## config.mk

```make
export PLATFORM = sky130hd
export DESIGN_NAME = vga_scan_gen
export DESIGN_NICKNAME = d
export VERILOG_FILES = /design/src/rtl/vga_pkg.sv /design/src/rtl/scan_counter.sv /design/src/rtl/vga_scan_gen.sv
export SDC_FILE = /design/constraint.sdc
export NUM_CORES = 1
export LEC_CHECK = 0
export ABC_AREA = 1
export CAP_MARGIN = 25
export CORE_MARGIN = 2
export CORE_UTILIZATION = 50
export CTS_CLUSTER_SIZE = 12
export DETAILED_ROUTE_END_ITERATION = 16
export PLACE_DENSITY = 0.79
export SLEW_MARGIN = 20
export SYNTH_ARGS = -nofsm -noshare
export SYNTH_HDL_FRONTEND = slang
export SYNTH_HIERARCHICAL = 1
export SYNTH_SLANG_ARGS = --single-unit
```

## constraint.sdc

```tcl
create_clock -name clk -period 3.6 [get_ports clk]
set_input_delay 0.54 -clock clk [delete_from_list [all_inputs] [get_ports clk]]
set_output_delay 0.54 -clock clk [all_outputs]
set_load 0.05 [all_outputs]
```

## src/rtl/vga_pkg.sv

```systemverilog
// vga_pkg -- shared VGA 640x480@60 timing constants and helpers.
// Everything that knows the raster geometry lives here; the scan generator
// takes its defaults from these values so renderers never restate them.
package vga_pkg;

  localparam int CNT_W     = 10;

  localparam int H_DISP    = 640;
  localparam int H_FP      = 16;
  localparam int H_SYNC    = 96;
  localparam int H_BP      = 48;
  localparam int H_TOTAL   = H_DISP + H_FP + H_SYNC + H_BP;   // 800

  localparam int V_DISP    = 480;
  localparam int V_FP      = 10;
  localparam int V_SYNC    = 2;
  localparam int V_BP      = 33;
  localparam int V_TOTAL   = V_DISP + V_FP + V_SYNC + V_BP;   // 525

  // Line on which the once-per-frame refresh pulse fires (in front porch).
  localparam int REFR_LINE = 481;

  typedef struct packed {
    logic [CNT_W-1:0] x;
    logic [CNT_W-1:0] y;
  } scan_pos_t;

  // True when v lies in [lo, lo+len).
  function automatic logic in_window(logic [CNT_W-1:0] v, int lo, int len);
    int vi;
    vi = int'(v);
    return (vi >= lo) && (vi < lo + len);
  endfunction

endpackage

```

## src/rtl/scan_counter.sv

```systemverilog
// scan_counter -- modulo-M up counter with enable.
// Ports:
//   clk, reset   clock, async active-low reset (count -> 0)
//   en           advance by one on this edge
//   cnt          current count, 0..M-1
//   cnt_nxt      value cnt takes on the next edge (lets callers register
//                decodes in step with the count)
//   wrap         en && cnt==M-1: the count returns to 0 on this edge
module scan_counter
  import vga_pkg::*;
#(
  parameter int M = H_TOTAL,
  parameter int W = CNT_W
) (
  input  logic         clk,
  input  logic         reset,
  input  logic         en,
  output logic [W-1:0] cnt,
  output logic [W-1:0] cnt_nxt,
  output logic         wrap
);

  localparam logic [W-1:0] LAST = W'(M - 1);

  assign wrap = en && (cnt == LAST);

  always_comb begin
    cnt_nxt = cnt;
    if (en) cnt_nxt = (cnt == LAST) ? '0 : cnt + 1'b1;
  end

  always_ff @(posedge clk or negedge reset)
    if (!reset) cnt <= '0;
    else        cnt <= cnt_nxt;

endmodule

```

## src/rtl/vga_scan_gen.sv

```systemverilog
// vga_scan_gen -- VGA raster scan generator (640x480, 25 MHz pixel from 50 MHz).
// Ports:
//   clk          50 MHz system clock
//   reset        async active-low reset
//   hsync/vsync  registered active-low syncs, aligned with pix_x/pix_y
//   video_on     scan position inside the visible area
//   p_tick       pixel enable, one clk wide, every other clk
//   pix_x/pix_y  current scan position
//   refr_tick    one clk per frame at (0, REFR_LINE)
//   frame_cnt    8-bit frame counter, only when VGA_FRAME_CNT_EN is defined
// Timing parameters default to vga_pkg and only exist so a shrunken raster
// can be elaborated; real builds leave them alone.
module vga_scan_gen
  import vga_pkg::*;
#(
  parameter int HDISP = H_DISP,
  parameter int HFP   = H_FP,
  parameter int HSYNC = H_SYNC,
  parameter int HBP   = H_BP,
  parameter int VDISP = V_DISP,
  parameter int VFP   = V_FP,
  parameter int VSYNC = V_SYNC,
  parameter int VBP   = V_BP,
  parameter int REFR  = REFR_LINE
) (
  input  logic             clk,
  input  logic             reset,
  output logic             hsync,
  output logic             vsync,
  output logic             video_on,
  output logic             p_tick,
  output logic [CNT_W-1:0] pix_x,
  output logic [CNT_W-1:0] pix_y,
`ifdef VGA_FRAME_CNT_EN
  output logic [7:0]       frame_cnt,
`endif
  output logic             refr_tick
);

  localparam int HTOT = HDISP + HFP + HSYNC + HBP;
  localparam int VTOT = VDISP + VFP + VSYNC + VBP;

  localparam logic [CNT_W-1:0] HDISP_L = CNT_W'(HDISP);
  localparam logic [CNT_W-1:0] VDISP_L = CNT_W'(VDISP);
  localparam logic [CNT_W-1:0] REFR_L  = CNT_W'(REFR);

  logic             div;
  logic [CNT_W-1:0] x, y, x_nxt, y_nxt;
  logic             x_wrap;
  logic             y_wrap_unused;   // end-of-frame is not needed downstream
  scan_pos_t        nxt;

  // 1-bit divider: p_tick high on every second clk, first one on the
  // second edge after reset release.
  always_ff @(posedge clk or negedge reset)
    if (!reset) div <= 1'b0;
    else        div <= ~div;

  assign p_tick = div;

  scan_counter #(.M(HTOT), .W(CNT_W)) u_x (
    .clk     (clk),
    .reset   (reset),
    .en      (p_tick),
    .cnt     (x),
    .cnt_nxt (x_nxt),
    .wrap    (x_wrap)
  );

  // y advances only on the x wrap, so the corner (799,524)->(0,0) moves
  // both counters on the same edge with no intermediate value.
  scan_counter #(.M(VTOT), .W(CNT_W)) u_y (
    .clk     (clk),
    .reset   (reset),
    .en      (x_wrap),
    .cnt     (y),
    .cnt_nxt (y_nxt),
    .wrap    (y_wrap_unused)
  );

  assign nxt = '{x: x_nxt, y: y_nxt};

  // Syncs are decoded from the next position so the registered value lines
  // up with the counters rather than trailing them by a pixel.
  always_ff @(posedge clk or negedge reset)
    if (!reset) begin
      hsync <= 1'b1;
      vsync <= 1'b1;
    end else if (p_tick) begin
      hsync <= ~in_window(nxt.x, HDISP + HFP, HSYNC);
      vsync <= ~in_window(nxt.y, VDISP + VFP, VSYNC);
    end

  assign pix_x     = x;
  assign pix_y     = y;
  assign video_on  = (x < HDISP_L) && (y < VDISP_L);
  // (0,REFR) lasts two clk; gating with p_tick keeps the pulse one clk wide.
  assign refr_tick = (y == REFR_L) && (x == '0) && p_tick;

`ifdef VGA_FRAME_CNT_EN
  always_ff @(posedge clk or negedge reset)
    if (!reset)         frame_cnt <= 8'd0;
    else if (refr_tick) frame_cnt <= frame_cnt + 8'd1;
`endif

endmodule

```

==> results.md, run 1 <==
- Worst vdd ir: 0.000187 V
- Post-layout util: 0.638
- Clk slew on worst S/H paths: ~130 ps
- DR vias/cell: 4.80
- Post-Syn Area per Cell: approximately 7.2 um2
- Cell Pwr Density: 221 nW/um2
- Hold buffers post-CTS: 0
- Most common flop cell mapped by yosys: dfrtp_1
- Diodes inserted: 0
- Worst slew margin: 0.654
- IO Port Bufs: 26
- Post-synth top area cell: dfrtp_1
- Synth Cell Area: roughly 1400 um2
- DR vias: between 1000 and 1500
- Post-CTS Setup Bufs: 0
- P&R area growth vs syn: 22.5%
- Synth top cells by count: 45 x nand2_1, 37 x inv_1, 37 x nor2_1
- Seq cells post-synth: 23
- Sequential fraction of the synthesis area: 0.406
- Antenna viol nets, final: 0
- Placer Congestion: approximately 0.84
- Setup tns final: 0 ps
- Top cells by area, synth: dfrtp_1 37%, nand2_1 12%, inv_1 9.8%
- DIE AREA: 3290 um2
- Layout cells sized above 1: 0.101
- Die Wd: 57.3 um
- PostCTS Resize Cnt: 0
- Syn. warnings: 6
- CP required: 3060 ps
- Maxcap violations: 0
- Worst hold slack: 180 ps
- Setup Skew: 9.14 ps
- Dpl hpwl: 2.23 mm
- Maximum clock rate: roughly 0.37 GHz
- FP Rows: 19
- RSZ-0062 raised after global routing: no
- Async set-reset flop share out of synthesis: 1.00
- CTS buffer count: 3
- Core area: 2730 um2
- Distinct cells, synth: 26
- Synth Instances: 198
- Final instance area: 1740 um2
- Nature of the critical path endpoint: output pin
- WP data arrival: 2160 ps
- Period minus WS final: 2700 ps
- Placed Instance Area: 1720 um2
- Total gr overflow: 0
- First drt pass iteration count: 5
- Fin nets: 234
- Area occupied by multi-input gates: 694 um2
- Residual DRC count: 0
- Register Area: about 580 um2
- Longest Clk Path Bufs: 2
- Die Ht: 57.3 um
- Pin count of the biggest net entering global routing: 24
- Worst-Skew Late Latency: roughly 320 ps
- Worst slew pin tran: 519 ps
- Post-synth EDFFs: 0
- Yosys top cell area share: 0.369
- CTS root buffer: clkbuf_4
- Critical path class: register to output pin
- Final setup fails: 0
- Slew Limit Fails: 0
- Critical path startpoint category: register
- Final Hold Viols: 0
- CP max FO: 11
- Leakage Power: 0.827 nW
- WL/cell: about 11 um
- Syn_nets: around 200
- Htree depth: 1
- Layout filler cell count: 256
- Initial DRC count: 56
- Ports: 27
- First-pass GRT wire length: 5.05 mm
- Fin crit share: 0.750
- Number of global-route vias before repair: 1123
- CTS tree: yes
- Clock sinks: 23
- Count leader, synth: nand2_1
- Starting density of the core: 0.520
- Antenna violations before repair: 0
- Post-Route WL: 2.91 mm
- Gr usage total: 0.197
- HP Class: input pin to asynchronous set/reset pin
- Status: finished clean
==> report_power, final <==
group	total (mW)	internal (mW)	switching (mW)
logic	0.00528	0.000387	0.00490
clock network	0.122	0.0433	0.0785
registers	0.258	0.258	0
==> metal layers <==
layer	vias to the layer above	global-route usage	part of all wire
li1	655	-	-
met1	567	0.295	0.49
met2	18	0.295	0.46
met3	4	0.0204	0.037
met4	0	0.0698	0.013
met5	-	0	0
==> worst paths after layout <==
path	end	slack [ps]	cells after the start	startpoint
setup / recovery	refr_tick	900	7	p_tick
hold / removal	u_y/cnt[0]	180	1	reset
setup reg to reg	vsync	1270	15	u_x/cnt[0]
hold reg to reg	vsync	510	2	vsync
max in group asynchronous	vsync	3060	1	reset
min in group clk	vsync	510	2	vsync
==> cells in the final DEF, fill, tap and decap left out <==
cell type and count:
clkbuf_4 3, nor2_4 2, nand3b_1 1, inv_1 37, o21ai_1 2, nand4_2 1
nor2_2 5, o21bai_2 1, nor2_1 37, a21oi_1 2, buf_2 1, dfrtp_1 21
xnor2_1 1, nand3_1 11, ha_1 3, dfstp_2 2, o21ai_0 3, nand2_1 45
mux2_2 1, nand2_2 2, nand4_1 4, clkbuf_1 1, or2_1 1, clkdlybuf4s50_1 25
nor3_2 1, xor2_1 8, clkinv_1 1, nor3_1 2, inv_2 2, nand3_2 2
==> state kept, by name, summed over array words and instances, names as in the netlist <==
| signal | cells |
|---|---|
| u_x/cnt | 10 |
| u_y/cnt | 10 |
| hsync | 1 |
| p_tick | 1 |
| vsync | 1 |
==> per-stage QoR <==
step | instances | setup slack (ps) | total power [mW]
global placement | 255 | 1270 | 0.269
finish | 259 | 899 | 0.386
global route | 259 | 698 | 0.402
detailed placement | 255 | 1240 | 0.270
CTS | 259 | 874 | 0.392
floorplan | 198 | 1210 | 0.263
==> kinds of logic after synthesis <==
kind of cell / Yosys count / share of synthesized area
fa+ha+maj: 3 / 0.0264
simple gates: 114 / 0.366
buf+inv: 40 / 0.106
compound gates: 8 / 0.0325
flops: 23 / 0.406
xor+xnor: 9 / 0.0554
mux: 1 / 0.00792
==> critical path, stage by stage, from the launching register on <==
cell and delay, ps:
dfrtp_1 620, inv_2 80, nor2_2 80, nand2_1 50, nor2_1 80, nand2_1 70
nor2_2 70, clkdlybuf4s50_1 790
==> layout make-up <==
class / count / area share
clock buffers: 4 / 0.0151
inverters: 40 / 0.0861
multi-input cells: 135 / 0.398
flip-flops and latches: 23 / 0.332
well taps: 31 / 0.0223
repair buffers: 26 / 0.146
No activity file was read; power rests on OpenSTA's default activity.
==> inputs of run 2 (changes only) <==
- clock period: 3.6 -> 2.5 ns (I/O delays scaled with it)
==> results.md, run 2 (synthesized netlist as in run 1, its figures left out) <==
- Clk slew on worst S/H paths: 130 ps (about the same)
- Most frequent cells in the layout: 45 x nand2_1, 37 x inv_1, 37 x nor2_1 (unchanged)
- Placer Congestion: 0.829 (was 0.841)
- Post-Route WL: 3.15 mm (was 2.91 mm)
- CTS root buffer: clkbuf_4 (unchanged)
- Starting density of the core: 0.520 (unchanged)
- Die Wd: 57.3 um (unchanged)
- Worst-Skew Late Latency: 300 ps (was 320 ps)
- RSZ-0062 raised after global routing: no (unchanged)
- Maxcap violations: 0 (unchanged)
- Core area: 2730 um2 (unchanged)
- CTS buffer count: 3 (unchanged)
- Pin count of the biggest net entering global routing: 24 (unchanged)
- Dpl hpwl: 2.40 mm (was 2.23 mm)
- Number of global-route vias before repair: 1176 (was 1123)
- Worst Setup SP: u_x/cnt[0] (was p_tick)
- Gr usage total: 0.204 (was 0.197)
- Fin nets: 238 (was 234)
- Hold buffers post-CTS: 0 (unchanged)
- Worst slew pin tran: 513 ps (was 519 ps)
- Highest Signal Layer: met4 (unchanged)
- HP Class: input pin to asynchronous set/reset pin (unchanged)
- Layout filler cell count: 234 (was 256)
- Cell Pwr Density: 311 nW/um2 (was 221 nW/um2)
- Met2 routed WL: 1.46 mm (was 1.33 mm)
- Total gr overflow: 0 (unchanged)
- Setup Skew: 4.29 ps (was 9.14 ps)
- Wl on met1: 1.57 mm (was 1.44 mm)
- Placed Instance Area: 1750 um2 (was 1720 um2)
- Post-CTS Setup Bufs: 0 (unchanged)
- WL/cell: 12.0 um (was 11.2 um)
- CTS tree: yes (unchanged)
- Antenna violations before repair: 0 (unchanged)
- CP max FO: 5 (was 11)
- FF-to-FF path depth: 15 (unchanged)
- Layout cells sized above 1: 0.121 (was 0.101)
- Die Ht: 57.3 um (unchanged)
- DR vias/cell: 4.81 (was 4.80)
- Status: finished clean (unchanged)
- WP data arrival: 2440 ps (was 2160 ps)
- Total power: 0.554 mW (was 0.386 mW)
- Critical R2R Launch: u_x/cnt[0] (unchanged)
- P&R area growth vs syn: 25.1% (was 22.5%)
- First-pass GRT wire length: 5.26 mm (was 5.05 mm)
- Final setup fails: 0 (unchanged)
- Diodes inserted: 0 (unchanged)
- FP Rows: 19 (unchanged)
- DIE AREA: 3290 um2 (unchanged)
- Critical path startpoint category: register (unchanged)
- Antenna viol nets, final: 0 (unchanged)
- Fin crit share: 0.875
- Clock sinks: 23 (unchanged)
- Initial DRC count: 54 (was 56)
- Nature of the critical path endpoint: register (was output pin)
- IO Port Bufs: 26 (unchanged)
- Period minus WS final: 2190 ps
- Htree depth: 1 (unchanged)
- Final Hold Viols: 0 (unchanged)
- Slew Limit Fails: 0 (unchanged)
- Critical path class: register to register (was register to output pin)
- Setup tns final: 0 ps (unchanged)
- CP required: 2750 ps (was 3060 ps)
- Worst hold slack: 402 ps (was 180 ps)
- Worst vdd ir: 0.000438 V (was 0.000187 V)
- Leakage Power: 0.851 nW (was 0.827 nW)
- Ports: 27 (unchanged)
- Met3 wire length: 107 um (was 108 um)
- PostCTS Resize Cnt: 0 (unchanged)
- Final instance area: 1780 um2 (was 1740 um2)
- DR vias: 1265 (was 1244)
- Worst slew margin: 0.657 (was 0.654)
- First drt pass iteration count: 4 (was 5)
- Commonest non-fill, non-tap cell in the layout: nand2_1 (unchanged)
- Top flop regs: u_x/cnt: 10 flops, u_y/cnt: 10 flops (unchanged)
- Residual DRC count: 0 (unchanged)
- Maximum clock rate: 0.457 GHz
- Longest Clk Path Bufs: 2 (unchanged)
## run 2: through the flow
step	setup slack, ps	cells	util
2_1_floorplan	106	198	-
3_3_place_gp	407	259	0.640
3_5_place_dp	350	259	0.640
4_1_cts	103	263	0.650
5_1_grt	35.6	263	0.651
6_report	314	263	0.651
## run 2: critical path, cell delays in order (launching register included)
cell      delay [ps]
dfrtp_1          440
ha_1             200
inv_1             40
nor2_1           160
nand3_1          180
inv_1            220
nand3_2          140
nor2_4           180
nand3_1           90
nand2_1           60
nand2_1           40
inv_1             60
nand2_1           50
nand3b_1         150
nor2_1            90
nor2_1            50
## run 2: where the power goes
| part | internal (mW) | switching [mW] | total, mW |
|---|---|---|---|
| combinational | 0.00239 | 0.00704 | 0.00943 |
| sequential | 0.372 | 0 | 0.372 |
| clock | 0.0595 | 0.113 | 0.172 |
## run 2: path summary, 6_finish.rpt
check / endpoint / slack [ps]
max in group asynchronous: hsync / 1820
hold reg to reg: vsync / 520
setup / recovery: vsync / 310
min in group clk: vsync / 520
setup reg to reg: vsync / 310
hold / removal: u_y/cnt[2] / 400
## run 2: routing by layer
| layer | vias to the layer above | GRT usage |
|---|---|---|
| met3 | 2 | 0.0317 |
| met1 | 578 | 0.308 |
| met5 | - | 0 |
| met2 | 22 | 0.313 |
| met4 | 0 | 0.0399 |
| li1 | 663 | - |
## run 2: area by class of cell
cell class | count | area [um2] | share of cell area
Inverter | 40 | 150 | 0.0844
Sequential cell | 23 | 578 | 0.325
Timing Repair Buffer | 30 | 290 | 0.163
Clock buffer | 3 | 22.5 | 0.0127
Clock inverter | 1 | 5.00 | 0.00281
Multi-Input combinational cell | 135 | 694 | 0.390
Tap cell | 31 | 38.8 | 0.0218
